## config.mk

```make
export PLATFORM = sky130hd
export DESIGN_NAME = wr_sel_decoder_flat
export DESIGN_NICKNAME = d
export VERILOG_FILES = /design/src/rtl/wr_sel_decoder_if.sv /design/src/rtl/wr_sel_decoder.sv /design/src/flat_wrapper.sv
export SDC_FILE = /design/constraint.sdc
export NUM_CORES = 1
export LEC_CHECK = 0
export CAP_MARGIN = 20
export CORE_MARGIN = 4
export CORE_UTILIZATION = 46
export DETAILED_ROUTE_END_ITERATION = 12
export PLACE_DENSITY = 0.72
export SYNTH_ARGS = -nofsm -noshare
export SYNTH_HDL_FRONTEND = slang
export SYNTH_SLANG_ARGS = --single-unit
```

## constraint.sdc

```tcl
create_clock -name clk -period 1.5 [get_ports clk]
set_input_delay 0.3 -clock clk [delete_from_list [all_inputs] [get_ports clk]]
set_output_delay 0.3 -clock clk [all_outputs]
set_load 0.01 [all_outputs]
```

## src/rtl/wr_sel_decoder_if.sv

```systemverilog
// Write-select bus between the write-back stage and the register-file decoder.
// Handshake: there is no valid/ready pair on this bus. The master presents
// en/addr/sweep_start every cycle; the decoder samples them only while idle
// and reports sweep progress through sweep_busy and sweep_done.
interface wr_sel_decoder_if #(
    parameter int ADDR_W = 3
);
    localparam int OUT_W = 2 ** ADDR_W;

    logic              en;
    logic [ADDR_W-1:0] addr;
    logic              sweep_start;
    logic [OUT_W-1:0]  y;
    logic              sweep_busy;
    logic              sweep_done;

    modport master (
        output en,
        output addr,
        output sweep_start,
        input  y,
        input  sweep_busy,
        input  sweep_done
    );

    modport slave (
        input  en,
        input  addr,
        input  sweep_start,
        output y,
        output sweep_busy,
        output sweep_done
    );
endinterface

```

## src/rtl/wr_sel_decoder.sv

```systemverilog
// Registered address-to-one-hot write-enable decoder with a clear sweep.
// In IDLE it decodes en/addr; on sweep_start it walks every write-enable line
// once so the register file can be cleared without the datapath supplying
// addresses. Bit 0 can be masked off for a hardwired zero register.
module wr_sel_decoder #(
    parameter int ADDR_W    = 3,
    parameter bit MASK_ZERO = 1'b0
) (
    input  logic              clk,
    input  logic              rst,
    wr_sel_decoder_if.slave   bus,
    output logic [1:0]        o_dbg_state
);
    localparam int OUT_W = 2 ** ADDR_W;
    // First index visited by a sweep; skips the hardwired zero register.
    localparam logic [ADDR_W-1:0] FIRST = MASK_ZERO ? ADDR_W'(1) : '0;
    localparam logic [ADDR_W-1:0] LAST  = ADDR_W'(OUT_W - 1);

    typedef enum logic [1:0] {
        IDLE  = 2'd0,
        SWEEP = 2'd1,
        DONE  = 2'd2
    } state_t;

    state_t            r_state;
    logic [ADDR_W-1:0] r_idx;
    logic [OUT_W-1:0]  r_y;
    logic              r_busy;
    logic              r_done;

    state_t            w_state;
    logic [ADDR_W-1:0] w_idx;
    logic [OUT_W-1:0]  w_y;
    logic              w_busy;
    logic              w_done;

    // Next-state and next-output logic; outputs are registered below.
    always_comb begin
        w_state = r_state;
        w_idx   = r_idx;
        w_y     = '0;
        w_busy  = 1'b0;
        w_done  = 1'b0;
        case (r_state)
            IDLE: begin
                if (bus.sweep_start) begin
                    // A sweep request takes precedence over a normal decode.
                    w_state = SWEEP;
                    w_idx   = FIRST;
                    w_busy  = 1'b1;
                end else if (bus.en && !(MASK_ZERO && (bus.addr == '0))) begin
                    w_y = OUT_W'(1) << bus.addr;
                end
            end
            SWEEP: begin
                w_y    = OUT_W'(1) << r_idx;
                w_busy = 1'b1;
                // Stop at the top index; the counter never wraps.
                if (r_idx == LAST) begin
                    w_state = DONE;
                end else begin
                    w_idx = r_idx + ADDR_W'(1);
                end
            end
            DONE: begin
                w_done  = 1'b1;
                w_state = IDLE;
            end
            default: begin
                w_state = IDLE;
                w_idx   = '0;
            end
        endcase
    end

    // State and output registers with synchronous, highest-priority reset.
    always_ff @(posedge clk) begin
        if (rst) begin
            r_state <= IDLE;
            r_idx   <= '0;
            r_y     <= '0;
            r_busy  <= 1'b0;
            r_done  <= 1'b0;
        end else begin
            r_state <= w_state;
            r_idx   <= w_idx;
            r_y     <= w_y;
            r_busy  <= w_busy;
            r_done  <= w_done;
        end
    end

    assign bus.y          = r_y;
    assign bus.sweep_busy = r_busy;
    assign bus.sweep_done = r_done;
    assign o_dbg_state    = r_state;
endmodule

```

## src/flat_wrapper.sv

```systemverilog
// flat-port wrapper written by rule: the top's interface ports become plain ports
module wr_sel_decoder_flat 
#(
    parameter int ADDR_W    = 3,
    parameter bit MASK_ZERO = 1'b0
)
  (clk, rst, o_dbg_state, bus_en, bus_addr, bus_sweep_start, bus_y, bus_sweep_busy, bus_sweep_done);
  wr_sel_decoder_if #(.ADDR_W(ADDR_W)) bus_i ();
  input  logic clk;
  input  logic rst;
  output logic [1:0] o_dbg_state;
  input wire logic [$bits(bus_i.en)-1:0] bus_en;
  input wire logic [$bits(bus_i.addr)-1:0] bus_addr;
  input wire logic [$bits(bus_i.sweep_start)-1:0] bus_sweep_start;
  output wire logic [$bits(bus_i.y)-1:0] bus_y;
  output wire logic [$bits(bus_i.sweep_busy)-1:0] bus_sweep_busy;
  output wire logic [$bits(bus_i.sweep_done)-1:0] bus_sweep_done;
  assign bus_i.en = bus_en;
  assign bus_i.addr = bus_addr;
  assign bus_i.sweep_start = bus_sweep_start;
  assign bus_y = bus_i.y;
  assign bus_sweep_busy = bus_i.sweep_busy;
  assign bus_sweep_done = bus_i.sweep_done;
  wr_sel_decoder #(.ADDR_W(ADDR_W), .MASK_ZERO(MASK_ZERO)) u_core (.clk(clk), .rst(rst), .bus(bus_i), .o_dbg_state(o_dbg_state));
endmodule
```

* After elaboration in Yosys (flattened, before gate mapping)
Cells that the tools add are included.
** Storage, ports and cells
- Flip-flop bits (word level) :: 15
- Logic and storage cells :: 30
- Input port bits :: 7
** Operators by class
- Reductions and logical operators :: 3
- Add/subtract/negate cells :: 1
- Shifts and indexed selects :: 2
- Mux-type cells :: 12
- Bitwise logic cells :: 1
- Equality and inequality tests :: 6
** Operators by type and width (number)
- 2-to-1 mux 8 bit :: 2
- one-hot mux 8 bit (2 select lines) :: 1
- << shifter 1 x 3 -> 8 bit (first input constant) :: 2
- one-hot mux 3 bit (3 select lines) :: 1
- 2-to-1 mux 3 bit :: 2
- 2-to-1 mux 2 bit :: 2
- inequality test 2 bit (second input constant) :: 2
- one-hot mux 2 bit (2 select lines) :: 1
- adder 3 x 1 -> 3 bit (second input constant) :: 1
- == test 3 bit (second input constant) :: 1
- AND reduction 3 bit :: 1
- == test 2 x 1 -> 1 bit (second input constant) :: 1
- == test 2 bit (second input constant) :: 1
- logical NOT 2 bit :: 1
- 2-to-1 mux 1 bit :: 2
- inequality test 2 x 1 -> 1 bit (second input constant) :: 1
- one-hot mux 1 bit (2 select lines) :: 1
- AND reduction 2 bit :: 1
- NOT 1 bit :: 1

* Depth between registers and ports, before layout
Gate-level depths: netlist of the first run.
- Depth after elaboration :: 4
- Depth in mapped cells :: 5
- Depth with buffers taken out :: 5

* Worst setup path before layout of the first run
No wires, ideal clock.
- Path type :: register to register
- From :: register u_core.r_idx[0]
- To :: register u_core.r_idx[1]
- Arrival time :: 1.230 ns
- Setup time :: 0.122 ns
- Stages on the path, launching flop included :: 6
- Path slack :: 0.147 ns
- Path through :: dfxtp_1 -> ha_1 -> ha_1 -> mux2_2 -> nand2_1 -> a21oi_1
** Between the ends
- Word-level cells in the longest chain between the ends :: 3
- Elaborated cells between the ends (all ways) :: 6
- Classes of those cells :: 1 x add/sub; 2 x eq/ne; 2 x mux; 1 x reduce/logical
** Ends and longest elaborated chain
- start, declared :: RTL line wr_sel_decoder.sv:26 : logic [ADDR_W-1:0] r_idx;
- start signal, assigned :: RTL line wr_sel_decoder.sv:86 : r_idx <= w_idx;
- adder 3 x 1 -> 3 bit / == test 3 bit (equally long branches) :: RTL line wr_sel_decoder.sv:62, wr_sel_decoder.sv:59
- 2-to-1 mux 3 bit / inequality test 2 bit (equally long branches)
- one-hot mux 3 bit (3 select lines) / AND reduction 3 bit (equally long branches)
Several ways; a longest one is shown, not always the timed one. The select of a mux whose other input is x is not followed.
A chain may end at the register's enable or synchronous reset.

* Worst setup path in the final report of the first run
- From :: register u_core.r_state[1] (netlist: u_core.o_dbg_state[1])
- To :: output port o_dbg_state[1]
** RTL lines
- start, declared :: RTL line wr_sel_decoder.sv:25 : state_t r_state;
- start signal, assigned :: RTL line wr_sel_decoder.sv:85 : r_state <= w_state;
- end, declared :: RTL line flat_wrapper.sv:11 : output logic [1:0] o_dbg_state;
No word-level cell between the ends.

==> run metrics, run 1 <==
Final Hold Vio Count=0; Reg2Reg Launch Point=u_core.r_idx[0]; TritonCTS clock tree=done; Placement Rows=14; Core Region=0.00151 mm2; Slew @ Worst Pin=0.416 ns; cell family with most CP delay=buffers and inverters; Num Clock Sinks=15; library cells used by synthesis=26; Synth area leaders=dfxtp_1 41%, ha_1 10%, a21oi_1 4.8%, nor4b_4 3.2%, buf_6 3.1%; FMAX=692 MHz; Leak=0.394 nW; most frequent cell after synthesis=dfxtp_1; full die area=0.00230 mm2; Min Hold Slack=between 0.5 and 0.6 ns; Synth Area per Inst=between 10 and 15 um2; Reg clk slew, reported paths=around 0.09 ns; PwrDens=762 mW/mm2; Area Overhead vs Synth=36.5%; async set-reset flop share out of synthesis=0%; CP endpoint kind=output port; Netlist Area Pre-Place=~730 um2; CP bufs+invs=1; Gate Count Post-Synth=72; DIE WIDTH=approximately 48 um; initial antenna violation count=0; CP max stage cell=clkdlybuf4s50_1; Layout Utilization=about 66%; synth warn=0; endpoints failing setup=0; crit-path max cell delay=roughly 0.53 ns; total global-route track usage=14.4%; critical path peak fanout=2; CP Launch Point=u_core.o_dbg_state[1]; Post-Syn Nets=85; Tmin final=between 1 and 1.5 ns; vias in the first global route=roughly 550; Post-CTS Setup Inserts=0; WL per Instance=about 13 um; chip height=47.9 um; dpl ws=-0.0382 ns; violation count after the first detailed-routing iteration=17; RSZ-0062 raised after global routing=no; DRT Pass-1 Iters=4; Power Total=approximately 0.76 mW; crit path kind=register to output port; synth cell count leaders=15 x dfxtp_1, 7 x a21oi_1, 6 x ha_1, 6 x nor2_1, 4 x inv_1; Arr. time, crit path=between 1 and 1.5 ns; share of cells above drive strength 1=19.0%; register area share after synthesis=about 40%; Synth area leader=dfxtp_1; number of synthesized flops with an enable pin=0; relative max-transition margin=approximately 72%; # Max-Cap Violations=0; cts bufs inserted=3; CTS HTree Levels=1; Final WS setup=between 0.05 and 0.06 ns; crit path launch type=register; IO Pins=19; Port Buffers=18; peak supply drop=417 uV; Synth top area share=41.0%; diodes inserted=0; vias=roughly 640; CP cell instances=clkdlybuf4s50_1; Initial Util=around 50%; largest net degree at the start of global routing=11; detailed-route wire length=between 1000 and 1500 um; GP Congestion=0.825; Max Slew Vio Count=0; worst hold start=u_core.r_idx[2]; Fin Setup TNS=0 ns; CTS Buffer Depth=2; status=finished clean; area of the multi-input gates=392 um2; skew final=between 0.001 and 0.0015 ns; clock root cell=clkbuf_4; fillers=between 100 and 150; GR Overflow Total=0; WP data required=1.20 ns; synthesized flop and latch total=15; first-pass GRT wire length=~2300 um; Clock Latency Late Sink=around 0.28 ns; DR DRC count=0; Post-synth top flop=dfxtp_1; Final #Nets=approximately 110; via density per instance=roughly 5.5; Routed Antenna Nets=0; FF/Latch Area=between 300 and 400 um2; DP HPWL=approximately 1100 um; period utilization=96.3%; Hold Path Class=register to register
==> final timing paths <==
kind,cells after the start,slack (ns),to
worst max-delay path,1,0.06,o_dbg_state[1]
worst min register to register,2,0.55,u_core.r_idx[2]
worst min-delay path,2,0.55,u_core.r_idx[2]
worst max register to register,5,0.14,u_core.r_idx[1]
==> power by group <==
group / switching [mW] / internal (mW)
clock network: 0.127 / 0.103
logic: 0.0579 / 0.0607
registers: 0.00552 / 0.409
total: 0.190 / 0.573
==> area by class of cell <==
type / count / share of cell area [%]
Multi-Input combinational cell: 50 / 39.1
Sequential cell: 15 / 30.1
Timing Repair Buffer: 26 / 24.3
Clock buffer: 4 / 2.63
Tap cell: 16 / 2.00
Inverter: 5 / 1.88
==> cell families (layout without fill, tap and decap cells) <==
| kind of cell | Yosys count | count (layout) | synth area share (%) |
|---|---|---|---|
| buffers and inverters | 7 | 35 | 5.63 |
| AO/OA/AOI/OAI | 16 | 16 | 15.2 |
| adder cells (fa/ha/maj) | 6 | 6 | 10.2 |
| multiplexers | 1 | 1 | 1.54 |
| AND/OR/NAND/NOR | 26 | 26 | 25.3 |
| XOR/XNOR | 1 | 1 | 1.19 |
| flip-flops | 15 | 15 | 41.0 |
==> worst reg2reg max path: cells and delay by family (launching register included) <==
kind            cells  cell delay (ns)
simple gates        1             0.07
flops               1             0.39
fa+ha+maj           2             0.41
mux                 1             0.34
compound gates      1             0.06
==> metal layers <==
layer / wire, um / track usage [%]
met1: 595 / 16.9
met3: 84 / 3.38
met5: 0 / 0
met4: 20 / 6.45
met2: 794 / 24.5
==> layout by cell type, fill, tap and decap left out, drive strengths merged, types with 2 or more instances in the layout <==
cell type      instances
nor2                   6
nand3                  3
dfxtp                 15
nand2                  3
clkdlybuf4s50         17
a21oi                  8
buf                    8
and2                   2
nor3b                  3
nand4b                 2
nand4                  2
inv                    5
ha                     6
a22oi                  2
o211ai                 3
a32oi                  2
clkbuf                 4
==> what timing repair did <==
item,in CTS,in global routing
gates resized for setup,0,2
hold buffers,0,0
endpoints found under the setup margin,0,3
==> per-stage QoR <==
step,cell area (um2),cells
after floorplan,733,72
after global placement,971,112
after detailed placement,971,112
after CTS,997,116
after global routing,1000,116
final,1000,116
==> sequential cells by signal (all words and copies together), names as in the netlist <==
register,cells
u_core.bus.sweep_busy,1
u_core.bus.sweep_done,1
u_core.bus.y,8
u_core.o_dbg_state,2
u_core.r_idx,3
No activity file was read; power rests on OpenSTA's default activity.
==> run 2: changes to the inputs <==
--- a/config.mk
+++ b/config.mk
@@ -11,4 +11,5 @@
 export DETAILED_ROUTE_END_ITERATION = 12
 export PLACE_DENSITY = 0.72
+export SKIP_CTS_REPAIR_TIMING = 1
 export SYNTH_ARGS = -nofsm -noshare
 export SYNTH_HDL_FRONTEND = slang
==> constraint.sdc (replaced) <==
create_clock -name clk -period 1.5 [get_ports clk]
set_input_delay 0.3 -clock clk [delete_from_list [all_inputs] [get_ports clk]]
set_output_delay 0.3 -clock clk [all_outputs]
set_load 0.02 [all_outputs]
==> run 2 against run 1 <==
  * Count of clock-buffer cells in the layout is the same
  * Via count is 0.16% lower
  * Routed wire length increased by 5.6%
  * Global-route usage unchanged
  * Total power grew 0.82%
  * Fmax increased by 6.4%
  * Setup slack improved by 0.086 ns
==> run metrics, run 2 (synthesis gave the netlist of run 1 again) <==
status=finished clean; Port Buffers=18; Routed Antenna Nets=0; detailed-route wire length=1580 um; initial antenna violation count=0; Largest register FFs=8; vias in the first global route=between 500 and 600; worst hold start=u_core.r_idx[2]; Flop pwr share=a little over half; relative max-transition margin=between 70 and 80%; placed cell count=about 110; internal power=0.571 mW; critical path peak fanout=5; Worst R2R Setup Slack=0.14 ns; peak supply drop=slightly above 400 uV; Tmin final=around 1.4 ns; sw power=~0.2 mW; via density per instance=roughly 5.5; diodes inserted=0; DIE WIDTH=47.9 um; DP HPWL=about 1100 um; crit path kind=register to register; RSZ-0062 raised after global routing=no; Initial Util=48.7%; CP endpoint kind=register; violation count after the first detailed-routing iteration=12; largest net degree at the start of global routing=11; IO Pins=19; Hold Path Stages=2; chip height=~48 um; Num Clock Sinks=15; crit-path max cell delay=approximately 0.38 ns; Hold Path Class=register to register; CTS Buffer Depth=2; Final Non-Filler Cells=around 120; CP max stage cell=dfxtp_2; Slew @ Worst Pin=approximately 0.42 ns; crit path launch type=register; FMAX=between 700 and 800 MHz; full die area=~0.0023 mm2; combinational fraction of design power=16.1%; Placement Rows=14; Clock Latency Late Sink=approximately 0.28 ns; Area Overhead vs Synth=40.3%; most common cell after layout, fill and taps aside=dfxtp_1; Core Region=approximately 0.0015 mm2; Top cell by count, worst path=ha_1; period utilization=approximately 91%; cell family with most CP delay=adder cells; vias=638; WL per Instance=roughly 14 um; clock root cell=clkbuf_4; # Max-Cap Violations=0; DR DRC count=0; Arr. time, crit path=between 1.5 and 2 ns; CP cell instances=ha_1 > ha_1 > mux2_2 > nand2_1 > a21oi_1; WP data required=around 1.7 ns; CTS HTree Levels=1; PwrDens=~750 mW/mm2; Max Slew Vio Count=0; Final #Nets=~110; skew final=approximately 0.0033 ns; GP Congestion=roughly 0.82; GR Overflow Total=0; Power Total=around 0.77 mW; fillers=between 100 and 150; endpoints failing setup=0; first-pass GRT wire length=approximately 2300 um; Min-Delay Endpoint=u_core.r_idx[2]; Reg clk slew, reported paths=roughly 0.090 ns; Final Hold Vio Count=0; CP bufs+invs=0; Fin Setup TNS=0 ns; cts bufs inserted=3; Crit. path cell count=5; Crit Reg-Reg Endpoint=u_core.r_idx[1]; TritonCTS clock tree=done; Leak=approximately 0.6 nW; share of cells above drive strength 1=19.0%; total global-route track usage=14.4%; most frequent cells in the layout=14 x dfxtp_1, 12 x dlymetal6s2s_1, 8 x buf_4; Reg2Reg Launch Point=u_core.r_idx[0]; clock group share of total power=between 30% and 40%; DRT Pass-1 Iters=4; reg2reg path depth=5; switching share of power=25.7%; Min Hold Slack=about 0.55 ns
==> run 2: cell count changes in the layout (fill, tap and decap cells not counted) <==
cell,before,now
clkdlybuf4s50_1,17,6
dlymetal6s2s_1,1,12
==> run 2: power groups by stage <==
| stage | sequential [mW] | clock [mW] | combinational [mW] |
|---|---|---|---|
| global route | 0.416 | 0.254 | 0.135 |
| finish | 0.414 | 0.231 | 0.124 |
| CTS | 0.414 | 0.239 | 0.125 |
| floorplan | 0.437 | 0 | 0.0516 |
| global placement | 0.423 | 0 | 0.122 |
| detailed placement | 0.423 | 0 | 0.123 |
==> run 2: layout make-up <==
cell class                      instances  area [um2]  area share [%]
Inverter                                5        18.8            1.82
Timing Repair Buffer                   26         270            26.3
Tap cell                               16        20.0            1.95
Clock buffer                            4        26.3            2.55
Multi-Input combinational cell         50         392            38.1
Sequential cell                        15         302            29.3
==> run 2: layer usage <==
layer | GRT usage, % | vias to the layer above | routed length [um]
li1 | - | 313 | -
met1 | 16.9 | 298 | 615
met2 | 24.5 | 21 | 836
met3 | 3.38 | 6 | 93
met4 | 6.45 | 0 | 34
met5 | 0 | - | 0
==> run 2: worst max-delay path by stage <==
stage	slack, ns	startpoint	endpoint
after global routing	0.02	u_core.r_idx[0]	u_core.r_idx[0]
after CTS	-0.04	u_core.o_dbg_state[0]	o_dbg_state[0]
final	0.14	u_core.r_idx[0]	u_core.r_idx[1]
after detailed placement	-0.04	bus_sweep_start	u_core.bus.y[5]
after floorplan	0.15	u_core.r_idx[0]	u_core.r_idx[1]
after global placement	-0.01	bus_sweep_start	u_core.bus.y[6]
==> run 2: worst min-delay path, stage by stage (launching register included) <==
cell	delay (ns)
dfxtp_1	0.34
o211ai_1	0.10
a21oi_1	0.07
==> run 2: metrics by stage <==
stage	utilization [%]	setup slack (ns)	instance area, um2
after floorplan	-	0.147	733
after global placement	64.5	-0.0127	971
after detailed placement	64.5	-0.0382	971
after CTS	66.2	-0.0404	997
after global routing	68.3	0.0153	1030
final	68.3	0.142	1030
